$ cat src/rtl/mips_rtype_pkg.sv
// rtl/mips_rtype_pkg.sv - opcode/funct codes, FSM states and ALU-op type for mips_rtype_mc
// Optional macro: MIPS_VSHIFT_EN enables the variable-shift functs (sllv/srlv/srav).
package mips_rtype_pkg;

   localparam logic [5:0] OPC_RTYPE = 6'h00;

   typedef logic [5:0] alu_op_t;

   localparam alu_op_t FUNCT_SLL  = 6'h00;
   localparam alu_op_t FUNCT_SRL  = 6'h02;
   localparam alu_op_t FUNCT_SRA  = 6'h03;
   localparam alu_op_t FUNCT_SLLV = 6'h04;
   localparam alu_op_t FUNCT_SRLV = 6'h06;
   localparam alu_op_t FUNCT_SRAV = 6'h07;
   localparam alu_op_t FUNCT_ADD  = 6'h20;
   localparam alu_op_t FUNCT_ADDU = 6'h21;
   localparam alu_op_t FUNCT_SUB  = 6'h22;
   localparam alu_op_t FUNCT_SUBU = 6'h23;
   localparam alu_op_t FUNCT_AND  = 6'h24;
   localparam alu_op_t FUNCT_OR   = 6'h25;
   localparam alu_op_t FUNCT_XOR  = 6'h26;
   localparam alu_op_t FUNCT_NOR  = 6'h27;
   localparam alu_op_t FUNCT_SLT  = 6'h2A;
   localparam alu_op_t FUNCT_SLTU = 6'h2B;

   typedef enum logic [1:0] {
      IDLE = 2'd0,
      READ = 2'd1,
      EXEC = 2'd2,
      DONE = 2'd3
   } state_t;

   function automatic logic [5:0] instr_opcode(input logic [31:0] i);
      return i[31:26];
   endfunction

   function automatic alu_op_t instr_funct(input logic [31:0] i);
      return i[5:0];
   endfunction

endpackage

$ cat src/rtl/mips_alu.sv
// rtl/mips_alu.sv - combinational R-type ALU (arith, logic, compare, shifts)
// Ports: a (rs value), b (rt value), shamt (instr[10:6]), funct
//        -> result, ovf (signed add/sub overflow), illegal (unsupported funct)
// Optional macro: MIPS_VSHIFT_EN accepts sllv/srlv/srav (amount = a[5:0]).
module mips_alu
   import mips_rtype_pkg::*;
#(
   parameter int DATA_W = 32
) (
   input  logic [DATA_W-1:0] a,
   input  logic [DATA_W-1:0] b,
   input  logic [4:0]        shamt,
   input  alu_op_t           funct,
   output logic [DATA_W-1:0] result,
   output logic              ovf,
   output logic              illegal
);

   localparam logic [6:0] DW = 7'(DATA_W);

   logic [DATA_W-1:0] sum;
   logic [DATA_W-1:0] diff;
   logic [5:0]        sa;
   logic              sa_over;
   logic [DATA_W-1:0] shl_res;
   logic [DATA_W-1:0] shr_res;
   logic [DATA_W-1:0] sra_res;

   assign sum  = a + b;
   assign diff = a - b;

   // funct[2] separates the variable shifts from the immediate ones
   assign sa      = funct[2] ? a[5:0] : {1'b0, shamt};
   assign sa_over = {1'b0, sa} >= DW;

   always_comb begin
      shl_res = '0;
      shr_res = '0;
      sra_res = {DATA_W{b[DATA_W-1]}};
      if (!sa_over) begin
         shl_res = b << sa;
         shr_res = b >> sa;
         sra_res = $signed(b) >>> sa;
      end
   end

   always_comb begin
      result  = '0;
      ovf     = 1'b0;
      illegal = 1'b0;
      case (funct)
         FUNCT_ADD: begin
            result = sum;
            ovf    = (a[DATA_W-1] == b[DATA_W-1]) && (sum[DATA_W-1] != a[DATA_W-1]);
         end
         FUNCT_ADDU: result = sum;
         FUNCT_SUB: begin
            result = diff;
            ovf    = (a[DATA_W-1] != b[DATA_W-1]) && (diff[DATA_W-1] != a[DATA_W-1]);
         end
         FUNCT_SUBU: result = diff;
         FUNCT_AND:  result = a & b;
         FUNCT_OR:   result = a | b;
         FUNCT_XOR:  result = a ^ b;
         FUNCT_NOR:  result = ~(a | b);
         FUNCT_SLT:  result = {{(DATA_W-1){1'b0}}, $signed(a) < $signed(b)};
         FUNCT_SLTU: result = {{(DATA_W-1){1'b0}}, a < b};
         FUNCT_SLL:  result = shl_res;
         FUNCT_SRL:  result = shr_res;
         FUNCT_SRA:  result = sra_res;
`ifdef MIPS_VSHIFT_EN
         FUNCT_SLLV: result = shl_res;
         FUNCT_SRLV: result = shr_res;
         FUNCT_SRAV: result = sra_res;
`endif
         default:    illegal = 1'b1;
      endcase
   end

endmodule

$ cat src/rtl/mips_rtype_mc.sv
// rtl/mips_rtype_mc.sv - multi-cycle MIPS R-type execution unit with register file
// Ports: clk, rst_n (async, active low)
//        instr_valid/instr_ready/instr      : instruction channel
//        result_valid/result_ready          : result channel
//        result, wr_addr (rd), wr_en (committed), ovf, illegal
// Optional macro: MIPS_VSHIFT_EN (variable shifts, handled inside mips_alu).
module mips_rtype_mc
   import mips_rtype_pkg::*;
#(
   parameter int DATA_W = 32,
   parameter int REG_N  = 32
) (
   input  logic              clk,
   input  logic              rst_n,
   input  logic              instr_valid,
   output logic              instr_ready,
   input  logic [31:0]       instr,
   output logic              result_valid,
   input  logic              result_ready,
   output logic [DATA_W-1:0] result,
   output logic [4:0]        wr_addr,
   output logic              wr_en,
   output logic              ovf,
   output logic              illegal
);

   state_t            state;
   logic [31:0]       ir;
   logic [DATA_W-1:0] op_a;
   logic [DATA_W-1:0] op_b;
   logic [DATA_W-1:0] regs [REG_N];

   logic [4:0]        rs;
   logic [4:0]        rt;
   logic [4:0]        rd;
   logic [DATA_W-1:0] rs_val;
   logic [DATA_W-1:0] rt_val;

   logic [DATA_W-1:0] alu_res;
   logic              alu_ovf;
   logic              alu_ill;
   logic              ex_ill;
   logic              ex_ovf;
   logic [DATA_W-1:0] ex_res;
   logic              commit;

   function automatic logic in_range(input logic [4:0] idx);
      return {27'b0, idx} < REG_N;
   endfunction

   assign rs = ir[25:21];
   assign rt = ir[20:16];
   assign rd = ir[15:11];

   // Indices past the implemented register count read as zero
   assign rs_val = in_range(rs) ? regs[rs] : '0;
   assign rt_val = in_range(rt) ? regs[rt] : '0;

   mips_alu #(.DATA_W(DATA_W)) u_alu (
      .a       (op_a),
      .b       (op_b),
      .shamt   (ir[10:6]),
      .funct   (instr_funct(ir)),
      .result  (alu_res),
      .ovf     (alu_ovf),
      .illegal (alu_ill)
   );

   // A non-R-type opcode overrides whatever the ALU made of the funct field
   assign ex_ill = (instr_opcode(ir) != OPC_RTYPE) || alu_ill;
   assign ex_ovf = !ex_ill && alu_ovf;
   assign ex_res = ex_ill ? '0 : alu_res;
   assign commit = !ex_ill && !ex_ovf && (rd != 5'd0) && in_range(rd);

   always_ff @(posedge clk or negedge rst_n) begin
      if (!rst_n) begin
         state        <= IDLE;
         ir           <= '0;
         op_a         <= '0;
         op_b         <= '0;
         instr_ready  <= 1'b0;
         result_valid <= 1'b0;
         result       <= '0;
         wr_addr      <= '0;
         wr_en        <= 1'b0;
         ovf          <= 1'b0;
         illegal      <= 1'b0;
         for (int i = 0; i < REG_N; i++) regs[i] <= DATA_W'(i);
      end else begin
         case (state)
            IDLE: begin
               if (instr_ready && instr_valid) begin
                  ir          <= instr;
                  instr_ready <= 1'b0;
                  state       <= READ;
               end else begin
                  instr_ready <= 1'b1;
               end
            end
            READ: begin
               op_a  <= rs_val;
               op_b  <= rt_val;
               state <= EXEC;
            end
            EXEC: begin
               result       <= ex_res;
               ovf          <= ex_ovf;
               illegal      <= ex_ill;
               wr_addr      <= rd;
               wr_en        <= commit;
               result_valid <= 1'b1;
               // Writing here lets the next instruction read the new value without a bypass
               if (commit) regs[rd] <= ex_res;
               state        <= DONE;
            end
            DONE: begin
               if (result_ready) begin
                  result_valid <= 1'b0;
                  instr_ready  <= 1'b1;
                  state        <= IDLE;
               end
            end
            default: state <= IDLE;
         endcase
      end
   end

endmodule

$ cat config.mk
export PLATFORM = sky130hd
export DESIGN_NAME = mips_rtype_mc
export DESIGN_NICKNAME = d
export VERILOG_FILES = /design/src/rtl/mips_rtype_pkg.sv /design/src/rtl/mips_alu.sv /design/src/rtl/mips_rtype_mc.sv
export SDC_FILE = /design/constraint.sdc
export NUM_CORES = 2
export LEC_CHECK = 0
export ABC_CLOCK_PERIOD_IN_PS = 3800
export BUFFER_PORTS_ARGS = -buffer_cell sky130_fd_sc_hd__buf_2
export CAP_MARGIN = 20
export CORE_ASPECT_RATIO = 1.5
export CORE_UTILIZATION = 54
export CTS_BUF_LIST = sky130_fd_sc_hd__clkbuf_8
export DETAILED_ROUTE_END_ITERATION = 10
export PLACE_DENSITY = 0.71
export SYNTH_ARGS = -nofsm -noshare
export SYNTH_HDL_FRONTEND = slang
export SYNTH_SLANG_ARGS = --single-unit
$ cat constraint.sdc
create_clock -name clk -period 3.8 [get_ports clk]
set_input_delay 0 -clock clk [delete_from_list [all_inputs] [get_ports clk]]
set_output_delay 0 -clock clk [all_outputs]
set_load 0.005 [all_outputs]
# After elaboration in Yosys (flattened, before gate mapping)
# Index checks and enable logic that the tools add are counted.
# op_classes
n_reduce_logical	24
n_mux	25
addsub	2
shift	3
bitwise_logic	7
magnitude_cmp	7
eq_ne	21
# op_table
cell	n
$bwmux 1024	1
$pmux 32 s11	1
$bmux 32 s5	2
$mux 32	9
$demux 32 s5	1
$lt 32x32->1	2
$eq 6x6->1 const B	10
$add 32x32->32	1
$and 32x32->32	1
$not 32->32	1
$or 32x32->32	1
$shl 32x6->32	1
$shr 32x6->32	1
$sshr 32x6->32	1
$sub 32x32->32	1
$xor 32x32->32	1
$ge 6x6->1 const B	4
$not 5->6	3
$reduce_or 13->1	1
$eq 6x2->1 const B	2
$reduce_and 2->1	5
$pmux 2 s4	1
$logic_and 1x1->1	7
$logic_not 6->1	1
other kinds (17)	30
# totals
regBits	1164
in_bits	36

# Longest topological paths before layout
# depth
ltp_word	10
mapped_depth	17
depth_no_buf	14

# By module
# A second synthesis with hierarchy kept.
# hier_totals
hier_cells	7385
hier_area_um2	68144.1
# by_module_without_submodules
mod	cells_each	seq_area_each_um2	n_inst	area_each_um2
mips_rtype_mc	5929	29228.0	1	59032.9
mips_alu	1456	0.0	1	9111.2

# Worst setup path before layout
# OpenSTA, ideal clock, no wires.
# synth_path
path_kind	register to register
start	register op_b[12]
end	register regs[246] (netlist bit)
slack_ps	378
path_stages_with_launch	15
arrival_ps	3289
required_time_ps	3667
synth_period_minus_slack_ps	3422
cell_sequence	dfrtp_1 -> clkbuf_1 -> inv_1 -> ha_1 -> buf_2 -> nor4_1 -> nand3_1 -> a21oi_1 -> o31ai_1 -> a221oi_1 -> nor2_1 -> a221o_1 -> a221oi_2 -> clkbuf_1 -> o21ai_0
# synth_between
elab_chain_len	9
word_cells_on_any_way	21
# synth_lines
element	line	text
from (decl)	mips_rtype_mc.sv:30	logic [DATA_W-1:0] op_b;
from (signal assigned)	mips_rtype_mc.sv:102	op_b <= rt_val;
$sub 32x32->32 or $add 32x32->32 (tied branches)	mips_alu.sv:30, mips_alu.sv:29	
$ne 1x1->1, on equally long branches	mips_alu.sv:59, mips_alu.sv:54	
$logic_and 1x1->1, on equally long branches	mips_alu.sv:59, mips_alu.sv:54	
$pmux 1 s2	mips_alu.sv:51	case (funct)
$logic_and 1x1->1	mips_rtype_mc.sv:71	assign ex_ovf = !ex_ill && alu_ovf;
$logic_not 1->1	mips_rtype_mc.sv:73	assign commit = !ex_ill && !ex_ovf && (rd != 5'd0) && in_range(rd);
$logic_and 1x1->1 (2 in a row)	mips_rtype_mc.sv:73	
$reduce_and 2->1 (no line)	--	
to (signal, indexed assignment)	mips_rtype_mc.sv:113	if (commit) regs[rd] <= ex_res;
to (decl)	mips_rtype_mc.sv:31	logic [DATA_W-1:0] regs [REG_N];
# Parallel ways exist; a longest one is shown, timed or not.
# A chain may end at the register's enable or synchronous reset.

# Worst setup path after layout
# layout_path
start	register ir[2]
end	register regs[258] (netlist bit)
# layout_between
elab_chain_len	10
word_cells_on_any_way	36
# layout_lines
element	line	text
from (decl)	mips_rtype_mc.sv:28	logic [31:0] ir;
from (signal assigned)	mips_rtype_mc.sv:93	ir <= instr;
parallel branches: the longest is 10 deep, another holds $bwmux 1024	--	
# Several ways; the timed one is not identified.

==> impl_metrics.ini <==
[critical_path]
reg2reg_depth = 13
arrival_ns = 4.64
crit_chain = buf_12, mux2i_4, buf_12, mux2i_1, nor2_1, a211oi_1, a21oi_2, and2_1, buf_4, nor4_1, nor3_2, buf_4, o21ai_0
slowest_delay_ns = 0.51
endpoint_kind = register
setup.worst_path.class = register to register
start_kind = register
slowest_stage = a211oi_1
critical_path_required_ns = 4.64
path_max_fanout = 32

[power]
p_sw_mw = 28.1
leakage_nw = 33.5
power.internal_mw = 32.6
vdd_drop_max_mv = 1.73
combPwrFrac_pct = 57.1
clkPwrFrac_pct = 18.7
power_mw = 60.7
share_seq_of_total_power_pct = 24.1
cellPowerDensity_nw_per_um2 = 762
p_sw_share_pct = 46.3

[sta]
worst_hold_slack_ns = 0.376
hold_viol = 0
tightest_slew_ns = 1.16
grt_setup_unrepaired = true
post-route-period-util_pct = 100
fin_setup_tns_ns = 0
final-setup-viol-count = 0
finClkSkew_ns = 0.0414
finalCriticalPeriod_ns = 3.80
max_slew_margin_pct = 22.9
slew_violations = 0
max_freq_ghz = 0.263
fin_ws_ns = 0.000820

[grt]
grt_max_degree = 124
overflow = 0
grt_pass1_vias = 56649
grt_pass1_wl_um = 372000
antenna_found_initial = 8
grtUsageTotal_pct = 40.4

[hold_path]
min_path_type = primary input to register
hold_depth = 4

[route]
via_count = 56172
vias_per_cell = 6.71
dr.pass1.iters = 7
wl_per_cell_um = 30.4
drcViolationCount = 0
drt_iter0_markers = 6191
drtAntennaViolNets = 0
routed_wl_um = 254000

[logic_synthesis]
synth.top_cells.by_area = dfrtp_1 (40%), mux4_2 (22%), o21ai_0 (7.3%)
synth-edff-count = 0
synthesis.nets = 6432
yosysUniqueCellTypes = 94
synth_cells = 6291
synth_top_area_share_pct = 40.2
synth.most_common_cell = nand2_1
yosysWarnings = 0
synth_ff_type = dfrtp_1
async_flop_share_pct = 100
seq_area_frac_synth_pct = 43.4
synth_common_cells = nand2_1 (1180), dfrtp_1 (1084), o21ai_0 (989)
syn_avg_cell_area_um2 = 10.7
syn-cell-area_um2 = 67400
synth_seq_cells = 1164
synth_largest_area_cell = dfrtp_1

[floorplanning]
dieArea_um2 = 126000
die_x_um = 290
fp-row-count = 158
io_pins = 78
start_util_pct = 54.5
fp.coreArea_um2 = 124000
dieHeight_um = 435

[clock_tree]
cts_made_buffers = 177
ctsRootBufferMaster = clkbuf_8
cts_sinks = 1164
clk_pin_slew_ns = 0.07
cts_tree = yes
clk_latency_ns = 0.94
cts_htree_levels = 4
clk_path_buf_depth = 3

[cells_and_area]
drive_above_1_share_pct = 29.0
syn_to_final_growth_pct = 18.3
final_nets = 6763
instances_no_fill = 8375
fin_area_um2 = 79700
final_util_pct = 64.4

[place]
placed_area_um2 = 74200
preCtsSetupSlack_ns = -0.292
dp_cells = 7937
port_buffers = 77
place_congestion = 1.03
hpwl_um = 175000

[job]
cap_violations = 0

[run_status]
outcome = completed
-- placed cells by master (no fill, tap or decap), types with 24 or more instances in the layout --
cell type and n:
xnor2_1 58, nand4_1 43, inv_1 185, dfrtp_1 1071
clkbuf_8 213, dfstp_2 80, a31oi_1 28, buf_2 76
nor2_1 223, a211oi_1 45, nand3_4 31, mux2i_1 170
nor3_1 33, clkinv_2 24, mux2_2 72, buf_12 154
a21oi_1 228, o22ai_1 27, dlygate4sd3_1 82, ha_1 93
buf_4 457, nand2_1 1180, mux4_2 651, o21ai_0 937
o211ai_1 30, o21ai_1 119, nand3_1 43
-- cell families after synthesis --
family,Yosys count,share of synthesized area [%]
adders and majority gates,105,1.97
DFF,1164,43.4
muxes,910,25.8
and+or+nand+nor,1660,10.1
AOI/OAI and AO/OA,1622,13.4
xor gates and xnor gates,65,0.845
buffers and inverters,765,4.58
-- worst paths after layout --
path	startpoint	to	slack [ns]
max	ir[2]	regs[258]	0.0008
min	instr[26]	ir[26]	0.38
max reg2reg	ir[2]	regs[258]	0.0008
min reg2reg	regs[994]	regs[994]	0.40
max in group asynchronous	rst_n	regs[263]	2.52
min in group asynchronous	rst_n	regs[512]	0.54
-- power by group through the flow --
stage | Clock, mW | Sequential (mW) | Combinational, mW
2_1_floorplan | 0 | 13.9 | 18.8
3_3_place_gp | 0 | 14.8 | 32.7
3_5_place_dp | 0 | 14.8 | 32.6
4_1_cts | 11.5 | 14.6 | 33.0
5_1_grt | 12.0 | 14.7 | 36.1
6_report | 11.4 | 14.7 | 34.7
-- critical path, delay by kind of cell (launching register included) --
family / cells / cell delay, ns
buffers and inverters: 4 / 0.87
AO/OA/AOI/OAI: 3 / 0.90
multiplexers: 2 / 0.68
flip-flops: 1 / 0.39
AND/OR/NAND/NOR: 4 / 0.72
-- area by class of cell --
type	count	area, um^2
clock inverter	114	923
timing repair buffer	785	8000
antenna	5	12.5
inverter	131	492
fill	9502	44000
multi-input combinational	4363	36100
clock buffer	213	2930
tap	1600	2000
sequential	1164	29300
-- registers in the layout, summed over array words and instances (netlist names) --
signal / count
op_b: 32
ir: 32
ovf: 1
state: 2
regs: 1024
wr_en: 1
instr_ready: 1
result: 32
illegal: 1
result_valid: 1
wr_addr: 5
op_a: 32
-- layer usage --
metal | vias up | wire length (um) | GRT usage, %
li1 | 23656 | - | -
met5 | - | 55 | 0
met4 | 8 | 21600 | 28.4
met1 | 28120 | 86000 | 47.4
met3 | 1047 | 23900 | 9.54
met2 | 3341 | 123000 | 65.9
-- repair_timing --
| item | CTS | global route |
|---|---|---|
| hold buffers | 83 | 0 |
| endpoints found under the hold margin | 1150 | 0 |
| endpoints found under the setup margin | 247 | 842 |
| setup buffers | 0 | 14 |
| gates cloned | 1 | 8 |
| gates resized for setup | 14 | 127 |
| pin swaps | 2 | 13 |
(Power assumes the default switching activity.)
